`src/rtl/mem_port_arbiter.sv`:
```
// ============================================================================
// mem_port_arbiter : round-robin 2:1 arbiter for the shared 32-bit memory port
// Revision: 1.0
// ============================================================================
`default_nettype none

module mem_port_arbiter #(
    parameter int TIMEOUT = 255
) (
    input  logic        clk,
    input  logic        rst_n,
    input  logic        req0,
    input  logic        req1,
    input  logic [31:0] addr0,
    input  logic [31:0] addr1,
    input  logic [31:0] wdata0,
    input  logic [31:0] wdata1,
    input  logic        we0,
    input  logic        we1,
    output logic        ack0,
    output logic        ack1,
    output logic        err0,
    output logic        err1,
    output logic [31:0] rdata0,
    output logic [31:0] rdata1,
    output logic        mem_req,
    output logic [31:0] mem_addr,
    output logic [31:0] mem_wdata,
    output logic        mem_we,
    input  logic        mem_ready,
    input  logic [31:0] mem_rdata,
    output logic        sel
);

    localparam logic [1:0] c_IDLE  = 2'd0;
    localparam logic [1:0] c_BUSY0 = 2'd1;
    localparam logic [1:0] c_BUSY1 = 2'd2;

    localparam logic [7:0] c_TO_LAST = 8'(TIMEOUT - 1);

    logic [1:0] r_state;
    logic       r_sel;
    logic       r_last;
    logic [7:0] r_wait_cnt;

    logic [1:0] w_next_state;
    logic       w_next_sel;
    logic       w_next_last;
    logic [7:0] w_next_cnt;
    logic       w_timeout;
    logic       w_busy0;
    logic       w_busy1;

    assign w_timeout = (r_wait_cnt == c_TO_LAST);
    assign w_busy0   = (r_state == c_BUSY0);
    assign w_busy1   = (r_state == c_BUSY1);

    // State register
    always_ff @(posedge clk) begin
        if (!rst_n) begin
            r_state    <= c_IDLE;
            r_sel      <= 1'b0;
            r_last     <= 1'b1;
            r_wait_cnt <= 8'd0;
        end else begin
            r_state    <= w_next_state;
            r_sel      <= w_next_sel;
            r_last     <= w_next_last;
            r_wait_cnt <= w_next_cnt;
        end
    end

    // Next-state logic; a dropped request outranks completion and timeout
    always_comb begin
        w_next_state = r_state;
        w_next_sel   = r_sel;
        w_next_last  = r_last;
        w_next_cnt   = r_wait_cnt;
        case (r_state)
            c_IDLE: begin
                if (req0 && (!req1 || r_last)) begin
                    w_next_state = c_BUSY0;
                    w_next_sel   = 1'b0;
                    w_next_last  = 1'b0;
                    w_next_cnt   = 8'd0;
                end else if (req1) begin
                    w_next_state = c_BUSY1;
                    w_next_sel   = 1'b1;
                    w_next_last  = 1'b1;
                    w_next_cnt   = 8'd0;
                end
            end
            c_BUSY0, c_BUSY1: begin
                if (!(w_busy0 ? req0 : req1)) begin
                    w_next_state = c_IDLE;
                end else if (mem_ready || w_timeout) begin
                    w_next_state = c_IDLE;
                end else begin
                    w_next_cnt = r_wait_cnt + 8'd1;
                end
            end
            default: begin
                w_next_state = c_IDLE;
            end
        endcase
    end

    // Output decode from state; strobes only while the owner still requests
    always_comb begin
        mem_req   = w_busy0 || w_busy1;
        ack0      = w_busy0 && req0 && mem_ready;
        ack1      = w_busy1 && req1 && mem_ready;
        err0      = w_busy0 && req0 && !mem_ready && w_timeout;
        err1      = w_busy1 && req1 && !mem_ready && w_timeout;
        rdata0    = ack0 ? mem_rdata : 32'd0;
        rdata1    = ack1 ? mem_rdata : 32'd0;
        sel       = r_sel;
        mem_addr  = r_sel ? addr1 : addr0;
        mem_wdata = r_sel ? wdata1 : wdata0;
        mem_we    = mem_req && (r_sel ? we1 : we0);
    end

endmodule

`default_nettype wire

```
`config.mk`:
```
export PLATFORM = sky130hd
export DESIGN_NAME = mem_port_arbiter
export DESIGN_NICKNAME = d
export VERILOG_FILES = /design/src/rtl/mem_port_arbiter.sv
export SDC_FILE = /design/constraint.sdc
export NUM_CORES = 1
export LEC_CHECK = 0
export ABC_AREA = 1
export CAP_MARGIN = 20
export CORE_AREA = 2 2 117 119
export CTS_CLUSTER_SIZE = 40
export DETAILED_ROUTE_END_ITERATION = 7
export DIE_AREA = 0 0 119 121
export PLACE_DENSITY = 0.58
export SYNTH_ARGS = -nofsm -noshare
export SYNTH_HDL_FRONTEND = slang
export SYNTH_SLANG_ARGS = --single-unit
```
`constraint.sdc`:
```
create_clock -name clk -period 4.04 [get_ports clk]
set_input_delay 0.808 -clock clk [delete_from_list [all_inputs] [get_ports clk]]
set_output_delay 0.808 -clock clk [all_outputs]
set_load 0.05 [all_outputs]
```
======== Yosys cells after proc, flatten, opt, wreduce, memory -nomap -nowiden ========
Cells that the tools add are included.
storage, ports and cells
  output and inout port bits .............. 135
  logic and storage cells ................. 52
  input port bits ......................... 167
  flip-flop bits (word level) ............. 12
cells by class
  muxes and demuxes ....................... 18
  reduce and logical (&&, ||, !) cells .... 22
  equal/unequal tests ..................... 7
  add/subtract/negate cells ............... 1
operators by type and width
  cell                                                 count
  2-to-1 mux 32 bit                                    4
  2-to-1 mux 8 bit                                     4
  case mux 8 bit (2 select lines)                      1
  logical AND 1 bit                                    10
  adder 8 x 1 -> 8 bit, second input constant          1
  equality test 8 bit, second input constant           1
  2-to-1 mux 2 bit                                     4
  inequality test 3 bit, second input constant         2
  2-to-1 mux 1 bit                                     4
  inequality test 2 bit, second input constant         2
  case mux 2 bit (2 select lines)                      1
  AND reduction 2 bit                                  2
  AND reduction 4 bit                                  1
  nonzero test 2 bit                                   2
  logical OR 1 bit                                     3
  equality test 2 x 1 -> 1 bit, second input constant  1
  equality test 2 bit, second input constant           1
  logical NOT 1 bit                                    2
  logical NOT 2 bit                                    1
  OR reduction 2 bit                                   1

======== Logic depth before layout (Yosys ltp) ========
Gate-level depths: netlist of run 1.
  word-level depth ........................ 5
  gate-level depth with buffers ........... 11
  depth with buffers taken out ............ 11

======== Worst setup path after synthesis of run 1 ========
No wires, ideal clock.
  kind .................................... in2out
  start ................................... in req0
  end ..................................... out rdata0[10]
  stages .................................. 5
  data arrival time ....................... 2684 ps
  path buffers ............................ 1
  slack ................................... 548 ps
  path through ............................ nand2_1 > nor2_1 > inv_1 > clkbuf_1 > nor2_1
on the way
  word-level cells in the longest chain between the ends .. 3
RTL lines
  element                         RTL line  text
  start, declared                 12        input logic req0,
  logical AND 1 bit (2 in a row)  111       ack0 = w_busy0 && req0 && mem_ready;
  named net ack0                  20        output logic ack0,
  2-to-1 mux 32 bit               115       rdata0 = ack0 ? mem_rdata : 32'd0;
  end, declared                   24        output logic [31:0] rdata0,
The timed path passes the listed nets, and every way through them passes these cells.

======== Final worst setup path of run 1 ========
  start ................................... in req0
  end ..................................... out ack0
on the way
  word-level cells in the longest chain between the ends .. 2
RTL lines
  element                         RTL line
  logical AND 1 bit (2 in a row)  111
  end, declared                   20
No other way between the ends.

==> flow_summary_export.csv, run 1 <==
group,metric,value,unit
yosys,synthDistinctLibCells,22,
pwr,leakage,2.579,nW
cts,htreeDepth,1,
route,dr.pass1.iters,5,
sta,tightest_slew,0.7081,ns
cts,post_cts_buffers,0,
pwr,irDropWorstVdd,0.1821,mV
route,vias,3627,
floorplanning,rows,42,
cells_and_area,nets,907,
critical_path,crit_type,"in -> out",
sta,fmax,307.6,MHz
cts,clock_latency,0.24,ns
cells_and_area,antenna_cells,0,
job,maxCapViolCount,0,
route,antenna_left,0,
critical_path,r2r_start,"r_state[1]",
floorplanning,initial_core_util,15.25,%
route,drcViolationCount,0,
yosys,yosysTopAreaCellShare,43.07,%
yosys,synth_area_leaders,"nand2_1 (43%), nor2_1 (17%), dfxtp_1 (12%)",
yosys,ys_ff_latch,12,
cts,clk_pin_slew_worst_paths,0.04,ns
yosys,synth_top_cell_by_area,"nand2_1",
yosys,synth.most_common_cell,"nand2_1",
sta,maxSlewHeadroom,52.73,%
critical_path,start_kind,"input pin",
yosys,ys_warn_count,0,
critical_path,crit_path_end_kind,"primary output",
sta,fin_skew,0.001179,ns
pwr,powerDensity,263.8,nW/um^2
critical_path,crit_required,3.23,ns
cells_and_area,drive_gt1_share,11.44,%
cts,ctsHoldBuffers,0,
yosys,synth.cell_area,1996,um^2
yosys,async_reset_ff_share,0,%
sta,finalSetupTns,0,ns
global_routing,grt_usage,15.17,%
cells_and_area,syn_to_final_growth,156.5,%
worst_hold_path,hp-class,"reg -> reg",
cts,root_buffer,"clkbuf_16",
floorplanning,core_area,13090,um^2
route,vias_per_cell,3.986,
global_routing,grt_antenna_before_repair,1,
sta,min_period,3.251,ns
cts,clk_path_buf_depth,2,
cts,cts_resized,0,
critical_path,arrival,2.44,ns
yosys,synth_common_cells,"nand2_1 (229), nor2_1 (88), inv_1 (54)",
outcome,status,"completed",
placed_design,port-buffer-count,301,
cts,cts_tree,"yes",
sta,hold_viol,0,
yosys,synth.net_count,616,
route,wl_per_cell,13.08,um
floorplanning,die_area,14400,um^2
placed_design,dp.cells,906,
floorplanning,pin_count,302,
cells_and_area,final_util,39.12,%
yosys,syn_avg_cell_area,4.495,um^2
cells_and_area,fin_cells,910,
critical_path,critPathLaunch,"req0",
yosys,syn_inst,444,
sta,finalCritPeriodShare,80.46,%
worst_hold_path,hp-start,"r_state[0]",
global_routing,gr-total-overflow,0,
cts,cts_inserted_buffers,3,
sta,setup_violations,0,
floorplanning,die_y,121,um
global_routing,grt_pass1_vias,3412,
placed_design,gp_congestion,0.8923,
global_routing,grt_pass1_wl,17790,um
floorplanning,die_x,119,um
yosys,synth_top_flop_cell,"dfxtp_1",
global_routing,grt_max_degree,66,
yosys,synth-edff-count,0,
placed_design,placed_cell_area,5030,um^2
route,drtIter0Drc,136,
placed_design,dp_hpwl,10010,um
sta,slew_violations,0,
cells_and_area,finalInstanceArea,5119,um^2
critical_path,crit_fanout,5,
cts,cts_sinks,12,
route,routed_wl,11900,um
yosys,ys_seq_area_share,12.04,%
sta,rsz0062_at_grt,"false",
[registers in the layout, summed over array words and instances (netlist names)]
register	count
sel	1
r_wait_cnt	8
r_last	1
r_state	2
[layer usage]
layer / vias up / GRT usage (%) / wire length, um
li1: 1870 / - / -
met1: 1607 / 17.16 / 4667
met3: 16 / 2.961 / 676
met5: - / 0 / 13
met2: 132 / 29.42 / 6346
met4: 2 / 2.902 / 200
[report_power, final]
| part | switching [mW] | internal [mW] |
|---|---|---|
| combinational | 0.622 | 0.381 |
| sequential | 0.0117 | 0.132 |
| clock | 0.0540 | 0.150 |
[path summary, 6_finish.rpt]
| path | end | slack [ns] | cells after the start |
|---|---|---|---|
| max | ack0 | 0.79 | 4 |
| min | r_state[0] | 0.50 | 2 |
| max reg2reg | r_wait_cnt[4] | 2.27 | 7 |
| min reg2reg | r_state[0] | 0.50 | 2 |
[cells in the final DEF (no fill, tap or decap)]
| master | count |
|---|---|
| inv_2 | 2 |
| a21oi_4 | 1 |
| nand2_2 | 2 |
| o21ai_0 | 5 |
| nor3_1 | 1 |
| nand2_4 | 2 |
| buf_4 | 69 |
| clkbuf_16 | 3 |
| nand3_1 | 12 |
| inv_1 | 53 |
| clkbuf_8 | 1 |
| nor3b_1 | 1 |
| a21oi_2 | 1 |
| inv_4 | 1 |
| a21oi_1 | 5 |
| dfxtp_1 | 11 |
| dfxtp_2 | 1 |
| nor2_1 | 88 |
| a211o_1 | 1 |
| clkdlybuf4s50_1 | 237 |
| nand2_1 | 229 |
| ha_1 | 5 |
| a211oi_1 | 2 |
| or2_2 | 1 |
[critical path, cell delays in order]
cell and delay [ns]:
clkdlybuf4s50_1 0.53, nand2_1 0.12, nor2_1 0.15, clkdlybuf4s50_1 0.83
[per-stage QoR]
| stage | total power, mW | hold slack, ns | worst slack, ns |
|---|---|---|---|
| floorplan | 0.7324 | 0.4541 | 0.5477 |
| global placement | 1.146 | 0.4737 | 0.7854 |
| detailed placement | 1.152 | 0.4956 | 0.7920 |
| CTS | 1.361 | 0.4999 | 0.7911 |
| global route | 1.426 | 0.5178 | 0.6692 |
| finish | 1.350 | 0.4994 | 0.7895 |
[area by class of cell]
type                    instances  area (um^2)
flip-flops and latches         12        241.5
clock buffers                   4        88.84
well taps                     176        220.2
multi-input cells             356         1465
inverters                      56        212.7
repair buffers                306         2890
fillers                      1351         7966
[logic make-up after synthesis]
kind of cell	share of synthesized area [%]
buf+inv	14.55
flops	12.04
fa+ha+maj	3.135
compound gates	4.953
simple gates	65.33
Note: power is estimated with default switching activity, not from simulation.
==> run 2: changes to the inputs <==
Settings changed: CORE_AREA 2 2 117 119 to 2 2 116 118, DIE_AREA 0 0 119 121 to 0 0 118 120, PLACE_DENSITY 0.58 to 0.59.
Clock period 4.04 ns to 3.3 ns, I/O delays scaled along.
==> run 2 against run 1 <==
  * Final cell count is the same
  * Global-route usage is 0.99 points higher
  * Register-to-register slack got worse by 0.60 ns
  * Clock skew is essentially flat
  * Die area down 1.7%
  * Sequential cell count stayed put
  * Count of clock-buffer cells in the layout is the same
  * Non-clock buffer count unchanged
  * Worst setup slack worse by 0.53 ns
  * Sequential power increased by 22%
  * Hold slack got worse by 0.019 ns
  * Core utilization grew 5.2 points
  * Critical path type unchanged
  * Critical endpoint is now rdata1[20]
==> flow_summary_export.csv, run 2 (synthesis results as in run 1) <==
group,metric,value,unit
pwr,leakage,2.821,nW
cells_and_area,antenna_cells,0,
cts,clk_pin_slew_worst_paths,0.05,ns
global_routing,grt_use_met3,3.137,%
critical_path,crit_type,"in -> out",
floorplanning,rows,42,
cells_and_area,reg_top3,"r_wait_cnt x8, r_state x2",
cts,cts_resized,0,
sta,maxSlewHeadroom,42.43,%
global_routing,grt_pass1_wl,18650,um
pwr,seq_power_share,10.6,%
global_routing,grt_use_met2,29.65,%
critical_path,arrival,2.38,ns
cts,ctsHoldBuffers,0,
sta,min_period,3.036,ns
global_routing,grt_usage,16.17,%
critical_path,start_kind,"input pin",
cells_and_area,finalInstanceArea,5754,um^2
sta,tightest_slew,0.8626,ns
route,drcViolationCount,0,
cts,post_cts_buffers,0,
global_routing,grt_pass1_vias,3477,
cells_and_area,nets,907,
critical_path,crit_fanout,32,
global_routing,gr-total-overflow,0,
pwr,irDropWorstVdd,0.2410,mV
route,routed_wl,12340,um
placed_design,dp_hpwl,10530,um
floorplanning,initial_core_util,15.37,%
floorplanning,die_x,118,um
cells_and_area,drive_gt1_share,20.44,%
pwr,p_clk_share,15.1,%
cts,htreeDepth,1,
cells_and_area,largest-register,"r_wait_cnt",
cells_and_area,final_common_cell,"nand2_1",
floorplanning,core_area,12980,um^2
job,maxCapViolCount,0,
placed_design,gp_congestion,0.9289,
critical_path,crit_path_end_kind,"primary output",
cells_and_area,nFillCells,1295,
pwr,pwr-share-comb,74.3,%
global_routing,grt_max_degree,66,
global_routing,grtUsageMet1,18.29,%
outcome,status,"completed",
placed_design,port-buffer-count,301,
sta,slew_violations,0,
placed_design,placed_cell_area,5665,um^2
floorplanning,die_y,120,um
cells_and_area,largest_register_ffs,8,
cells_and_area,syn_to_final_growth,188.3,%
sta,hold_viol,0,
sta,rsz0062_at_grt,"false",
route,vias_per_cell,3.932,
sta,finalHoldWorstSlack,0.4806,ns
sta,finalCritPeriodShare,91.99,%
cts,clk_path_buf_depth,2,
cts,root_buffer,"clkbuf_16",
route,dr.pass1.iters,4,
global_routing,grt_antenna_before_repair,0,
global_routing,grt_busiest_layer,"met2",
route,vias,3578,
cts,clock_latency,0.24,ns
sta,setup_violations,0,
pwr,switchingPower,0.8556,mW
sta,fmax,329.4,MHz
pwr,powerDensity,288.5,nW/um^2
route,drtIter0Drc,157,
sta,finalSetupTns,0,ns
pwr,p_int,0.8045,mW
route,antenna_left,0,
sta,fin_skew,0.001354,ns
cts,cts_tree,"yes",
pwr,swShare,51.54,%
cts,cts_sinks,12,
floorplanning,die_area,14160,um^2
route,wl_per_cell,13.56,um
cells_and_area,layout_common_cells,"nand2_1 (229), clkdlybuf4s50_1 (171), nor2_1 (88)",
cts,cts_inserted_buffers,3,
floorplanning,pin_count,302,
critical_path,crit_required,2.64,ns
worst_hold_path,hp-class,"reg -> reg",
[run 2: cell count changes in the layout (fill, tap and decap cells not counted), sizes merged]
cell           delta
buf              +66
clkdlybuf4s50    -66
[run 2: final cells by class]
| cell class | instances | area, um^2 | area share (%) |
|---|---|---|---|
| Clock buffer | 4 | 88.84 | 1.544 |
| Inverter | 56 | 212.7 | 3.696 |
| Multi-Input combinational cell | 356 | 1465 | 25.46 |
| Sequential cell | 12 | 241.5 | 4.197 |
| Tap cell | 176 | 220.2 | 3.827 |
| Timing Repair Buffer | 306 | 3526 | 61.27 |
[run 2: final timing paths]
path	start	end	slack, ns	cells past startpoint
hold / removal	r_state[0]	r_state[0]	0.48	2
hold reg to reg	r_state[0]	r_state[0]	0.48	2
setup / recovery	req1	rdata1[20]	0.26	6
setup reg to reg	r_state[0]	r_wait_cnt[4]	1.67	9
[run 2: per-layer routing]
layer,vias up,wire length (um)
met2,150,6365
met3,38,750
li1,1872,-
met1,1518,4703
met4,0,522
met5,-,0
[run 2: through the flow]
step | utilization [%] | total power, mW | setup WS (ns) | instances
finish | 44.33 | 1.660 | 0.2643 | 910
global route | 44.33 | 1.747 | 0.04790 | 910
global placement | 43.65 | 1.407 | 0.3522 | 906
floorplan | - | 0.8966 | 0.1037 | 444
detailed placement | 43.65 | 1.415 | 0.2686 | 906
CTS | 44.33 | 1.670 | 0.2610 | 910
[run 2: power groups by stage]
stage	Combinational (mW)	Sequential, mW	Clock, mW
floorplan	0.717	0.180	0
finish	1.23	0.176	0.250
global route	1.31	0.178	0.261
global placement	1.23	0.178	0
CTS	1.24	0.176	0.253
detailed placement	1.24	0.179	0
[run 2: worst max-delay path: stages]
cell and delay, ns:
clkdlybuf4s50_1 0.50, nand2_1 0.13, nor2_1 0.06, inv_1 0.63, nor2_1 0.18, buf_12 0.21
